File: config.mk
export PLATFORM = sky130hd
export DESIGN_NAME = bm_if_collapse_param
export DESIGN_NICKNAME = d
export VERILOG_FILES = /design/src/rtl/bm_if_collapse_param.sv
export SDC_FILE = /design/constraint.sdc
export NUM_CORES = 1
export LEC_CHECK = 0
export BUFFER_PORTS_ARGS = -buffer_cell sky130_fd_sc_hd__buf_2
export CAP_MARGIN = 20
export CORE_MARGIN = 2
export CORE_UTILIZATION = 30
export DETAILED_ROUTE_END_ITERATION = 8
export GPL_TIMING_DRIVEN = 0
export PLACE_DENSITY = 0.55
export RECOVER_POWER = 50
export SLEW_MARGIN = 25
export SYNTH_ARGS = -nofsm -noshare
export SYNTH_HDL_FRONTEND = slang
export SYNTH_SLANG_ARGS = --single-unit
File: constraint.sdc
create_clock -name clock -period 1.75 [get_ports clock]
set_input_delay 0.35 -clock clock [delete_from_list [all_inputs] [get_ports clock]]
set_output_delay 0.35 -clock clock [all_outputs]
set_load 0.005 [all_outputs]
File: src/rtl/bm_if_collapse_param.sv
// Multi-lane if/case-collapse stress block.
// Each lane has a priority clear/load output register pair (out0/out1) and a
// case-decoded register pair (r1/r2) whose AND feeds a DEPTH-stage pipeline
// (out2). A valid shift register tags out2, and a saturating counter records
// the cycles in which at least one lane loaded.
module bm_if_collapse_param #(
    parameter int unsigned WIDTH    = 2,
    parameter int unsigned CHANNELS = 4,
    parameter int unsigned DEPTH    = 2,
    parameter int unsigned CNT_W    = 8
) (
    input  logic                      clock,
    input  logic                      reset,
    input  logic                      in_valid,
    input  logic [CHANNELS*WIDTH-1:0] a_in,
    input  logic [CHANNELS*WIDTH-1:0] b_in,
    input  logic [CHANNELS-1:0]       clr,
    input  logic [CHANNELS-1:0]       en,
    output logic [CHANNELS*WIDTH-1:0] out0,
    output logic [CHANNELS-1:0]       out1,
    output logic [CHANNELS*WIDTH-1:0] out2,
    output logic                      out2_valid,
    output logic [CNT_W-1:0]          upd_count
);

    localparam int unsigned BUS_W = CHANNELS * WIDTH;

    logic [BUS_W-1:0]    out0_q, out0_d;
    logic [CHANNELS-1:0] out1_q, out1_d;
    logic [BUS_W-1:0]    r1_q, r1_d;
    logic [BUS_W-1:0]    r2_q, r2_d;
    logic [BUS_W-1:0]    pipe_q [DEPTH];
    logic [DEPTH:0]      vld_q;
    logic [CNT_W-1:0]    cnt_q, cnt_d;
    logic                load_any;

    // A cycle counts as an update when any lane loads (valid, enabled, not cleared).
    assign load_any = in_valid & (|(en & ~clr));

    // Load path: clear beats load, load needs in_valid, otherwise hold.
    always_comb begin
        // NOTE: every variable gets its hold value first so no path leaves it unassigned (no latch).
        out0_d = out0_q;
        out1_d = out1_q;
        for (int i = 0; i < CHANNELS; i++) begin
            if (clr[i]) begin
                out0_d[i*WIDTH +: WIDTH] = '0;
                out1_d[i]                = 1'b0;
            end else if (in_valid && en[i]) begin
                out0_d[i*WIDTH +: WIDTH] = a_in[i*WIDTH +: WIDTH] & b_in[i*WIDTH +: WIDTH];
                out1_d[i]                = |(a_in[i*WIDTH +: WIDTH] & b_in[i*WIDTH +: WIDTH]);
            end
        end
    end

    // Decode path: only valid cycles update r1/r2; clr and en are ignored here.
    always_comb begin
        r1_d = r1_q;
        r2_d = r2_q;
        if (in_valid) begin
            for (int i = 0; i < CHANNELS; i++) begin
                if (a_in[i*WIDTH +: WIDTH] != '0) begin
                    r1_d[i*WIDTH +: WIDTH] = ~a_in[i*WIDTH +: WIDTH];
                end else if (b_in[i*WIDTH +: WIDTH] != WIDTH'(1)) begin
                    r2_d[i*WIDTH +: WIDTH] = '1;
                end
            end
        end
    end

    // Saturating update counter: stops at all ones instead of wrapping.
    always_comb begin
        cnt_d = cnt_q;
        if (load_any && (cnt_q != '1)) begin
            cnt_d = cnt_q + CNT_W'(1);
        end
    end

    // Lane output, decode and counter registers.
    always_ff @(posedge clock or posedge reset) begin
        if (reset) begin
            out0_q <= '0;
            out1_q <= '0;
            r1_q   <= '0;
            r2_q   <= '0;
            cnt_q  <= '0;
        end else begin
            // NOTE: state registers use non-blocking assignment so all flops sample pre-edge values.
            out0_q <= out0_d;
            out1_q <= out1_d;
            r1_q   <= r1_d;
            r2_q   <= r2_d;
            cnt_q  <= cnt_d;
        end
    end

    // Data pipeline: stage 0 captures r1&r2 every cycle, later stages shift.
    always_ff @(posedge clock or posedge reset) begin
        if (reset) begin
            // NOTE: pipeline stages are reset so out2 reads zero the moment reset asserts.
            for (int j = 0; j < DEPTH; j++) begin
                pipe_q[j] <= '0;
            end
        end else begin
            pipe_q[0] <= r1_q & r2_q;
            for (int j = 1; j < DEPTH; j++) begin
                pipe_q[j] <= pipe_q[j-1];
            end
        end
    end

    // Valid tag: in_valid enters bit 0 and reaches bit DEPTH alongside its data.
    always_ff @(posedge clock or posedge reset) begin
        if (reset) begin
            vld_q <= '0;
        end else begin
            vld_q <= {vld_q[DEPTH-1:0], in_valid};
        end
    end

    assign out0       = out0_q;
    assign out1       = out1_q;
    assign out2       = pipe_q[DEPTH-1];
    assign out2_valid = vld_q[DEPTH];
    assign upd_count  = cnt_q;

endmodule
==> summary.txt <==
Setup path
  – Reg2Reg Setup Slack: 0.17 ns
  – CP Launch Point: upd_count[0]
  – Crit path kind: reg2reg
  – CP Capture Type: flop
  – Crit path required time: 1.94 ns
  – CP arrival: 1.78 ns
  – Worst r2r src: upd_count[0]
  – Worst Reg2Reg Path Length in Cells: 4
  – Worst Setup Start Kind: flop
  – Crit-path max FO: 5
  – R2r endpoint: upd_count[1]

Logic synthesis
  – Main synth FF type: dfrtp_1
  – Synth Area in Compound Gates: between 10% and 20%
  – Sequential-to-total area share from yosys stat: between 60% and 70%
  – Asr flop ratio synth: between 90% and 100%
  – Synthesized area: slightly above 0.002 mm²
  – Number of synthesized flops with an enable pin: 0
  – Distinct cell type count after synthesis: 29
  – Largest area contributor in the netlist: dfrtp_1
  – Syn nets: 199
  – Synth Area in Simple Gates: 14.4%
  – Area contributors post-synth: dfrtp_1 (63%), a21oi_1 (7.7%), nand4_1 (3.1%)
  – Combinational family with the most area after synthesis: compound AO/OA/AOI/OAI gates
  – Multiplexer area fraction after synthesis: 1.30%
  – Synth Area in XOR/XNOR: less than 1%
  – Synth Instances: approximately 170
  – Synth Area in Adders: less than 1%
  – Syn. warnings: 0
  – Syn_area_per_cell: about 12 µm²
  – Yosys top cell area share: a little over three fifths
  – #FFs+latches synth: 51

Detailed routing
  – Final ANT Viol Nets: 0
  – DRC viols: 0
  – Vias: 1510
  – Starting DRT DRC Count: 56
  – Total wire length: approximately 4300 µm
  – Drt first pass iters: 4
  – Vias per cell: ~5
  – Routed wire per std cell: ~14 µm

Finish
  – Nets: around 260
  – Non-Filler Instances: around 310
  – Area growth from synthesis to layout: 22.4%
  – Antenna diodes: 0
  – FILL cells: between 600 and 700
  – Share of layout cells above drive strength 1: 32.1%
  – Core Util, Final: between 30% and 40%

STA
  – Fmax: about 630 MHz
  – Clk_skew: roughly 0.006 ns
  – Period utilisation layout: 90.5%
  – Final hold slack: 0.198 ns
  – Final min period: about 1.6 ns
  – Final hold vios: 0
  – Tightest Pin Transition: 1.05 ns
  – Fin. max-slew vios: 0
  – Max-slew headroom: between 30% and 40%
  – Setup ws final: 0.166 ns
  – Unrepaired setup endpoints after global routing: false
  – Count of final setup violators: 0

CTS
  – Number of setup buffers added after CTS: 0
  – Clock Pin Slew Worst Setup and Hold Paths: about 0.090 ns
  – Post-CTS sizing: 0
  – Latest clock arrival within the worst-skew pair: 0.30 ns
  – Hold_buf cts: 0
  – Clock root cell: clkbuf_8
  – Clock Sink Count: between 50 and 60
  – Clock Tree Buf Depth: 2
  – H-tree Lvls: 2
  – CTS tree: yes
  – CTS Buf Count: 5

Global route
  – First-pass GRT wire length: between 7000 and 8000 µm
  – Total track usage: about an eighth
  – Largest net degree at the start of global routing: between 50 and 60
  – Initial antenna violation count: 0
  – Vias in the first global route: 1424
  – Grt total ovfl: 0

Floorplanning
  – Placeable core area: 0.00642 mm²
  – Row count: 29
  – Die ar.: 0.00740 mm²
  – Initial Utilization: approximately a third
  – Ports: 56
  – Die extent in x: around 86 µm
  – Chip height: roughly 86 µm

Power and ir drop
  – P_leak: approximately 1.2 nW
  – VDD IR-drop max: roughly 450 µV
  – Total power draw: 2.61 mW
  – PD cells: 1060 mW/mm²

Placed design
  – Port Buffers: 55
  – DP HPWL: 3020 µm
  – Dpl cells: between 300 and 400
  – Pre-CTS setup slack: roughly 0.021 ns
  – Routability congestion estimate: 0.757

Hold path
  – Hold endpoint: vld_q[0]
  – Hold Path Class: in2reg
  – Hold depth: 1
  – Hold Crit Start: in_valid

Outcome
  – Status: completed

Flow run
  – Max_cap viols: 0
-- layer usage --
| metal | vias up | part of all wire, % | global-route usage (%) |
|---|---|---|---|
| li1 | 731 | - | - |
| met1 | 729 | 47 | 17.5 |
| met2 | 45 | 46 | 17.8 |
| met3 | 5 | 5.3 | 3.27 |
| met4 | 0 | 1.6 | 4.33 |
| met5 | - | 0 | 0 |
-- cell usage in the layout (no fill, tap or decap), drive strengths merged, types with 6 or more instances in the layout --
cell type  Yosys  final
dfrtp         51     51
nand2         14     14
a21oi         31     31
nand4         10     10
buf            9     63
and2           8      8
clkbuf         3     11
nor2           6      6
-- sequential cells by signal, summed over array words and instances (netlist names) --
signal / flops
out0: 8
out1: 4
out2: 8
pipe_q: 8
r1_q: 8
r2_q: 4
upd_count: 8
vld_q: 3
-- worst max path at each step --
stage	endpoint	cells after the start
floorplan	out0[0]	1
global placement	out0[0]	2
detailed placement	upd_count[1]	5
CTS	upd_count[1]	4
global route	upd_count[1]	4
finish	upd_count[1]	4
-- report_power, final --
| group | switching [mW] | internal, mW | leakage, nW | total [mW] |
|---|---|---|---|---|
| registers | 0.128 | 1.34 | 0.626 | 1.46 |
| logic | 0.240 | 0.262 | 0.494 | 0.502 |
| clock network | 0.366 | 0.281 | 0.0422 | 0.647 |
| total | 0.734 | 1.88 | 1.16 | 2.61 |
-- metrics by stage --
step | instance area, µm² | setup TNS, ns
2_1_floorplan | 2020 | 0
3_3_place_gp | 2390 | -26.19
3_5_place_dp | 2390 | 0
4_1_cts | 2470 | 0
5_1_grt | 2470 | 0
6_report | 2470 | 0
-- worst max-delay path, cell delays in order (launching register included) --
cell and delay, ns:
dfrtp_1 0.43, ha_1 0.26, nand4_1 0.20, o21a_4 0.29, mux2_4 0.29
-- cells by family (layout without fill, tap and decap cells) --
family                   after synthesis  after routing
AND/OR/NAND/NOR                       54             54
flip-flops                            51             51
AO/OA/AOI/OAI                         47             47
buffers and inverters                 14             77
XOR/XNOR                               2              2
multiplexers                           2              2
adder cells (fa/ha/maj)                1              1
-- area by class of cell --
| cell class | count | area [µm²] | area share [%] |
|---|---|---|---|
| clock inverters | 1 | 5.00 | 0.203 |
| multi-input cells | 106 | 652 | 26.4 |
| inverters | 2 | 7.51 | 0.304 |
| flip-flops and latches | 51 | 1280 | 51.7 |
| well taps | 77 | 96.3 | 3.90 |
| plain buffers | 12 | 82.6 | 3.34 |
| repair buffers | 55 | 274 | 11.1 |
| clock buffers | 7 | 76.3 | 3.09 |
-- synthesized netlist by cell type, types with 4 or more instances --
| master | count |
|---|---|
| buf_4 | 8 |
| a21oi_1 | 31 |
| nor3_1 | 4 |
| nand4_1 | 10 |
| a31o_1 | 4 |
| a221oi_1 | 4 |
| and2_1 | 8 |
| dfrtp_1 | 51 |
| nand2b_1 | 4 |
| nand2_1 | 14 |
| nor2_1 | 6 |
No activity file was read; power rests on OpenSTA's default activity.
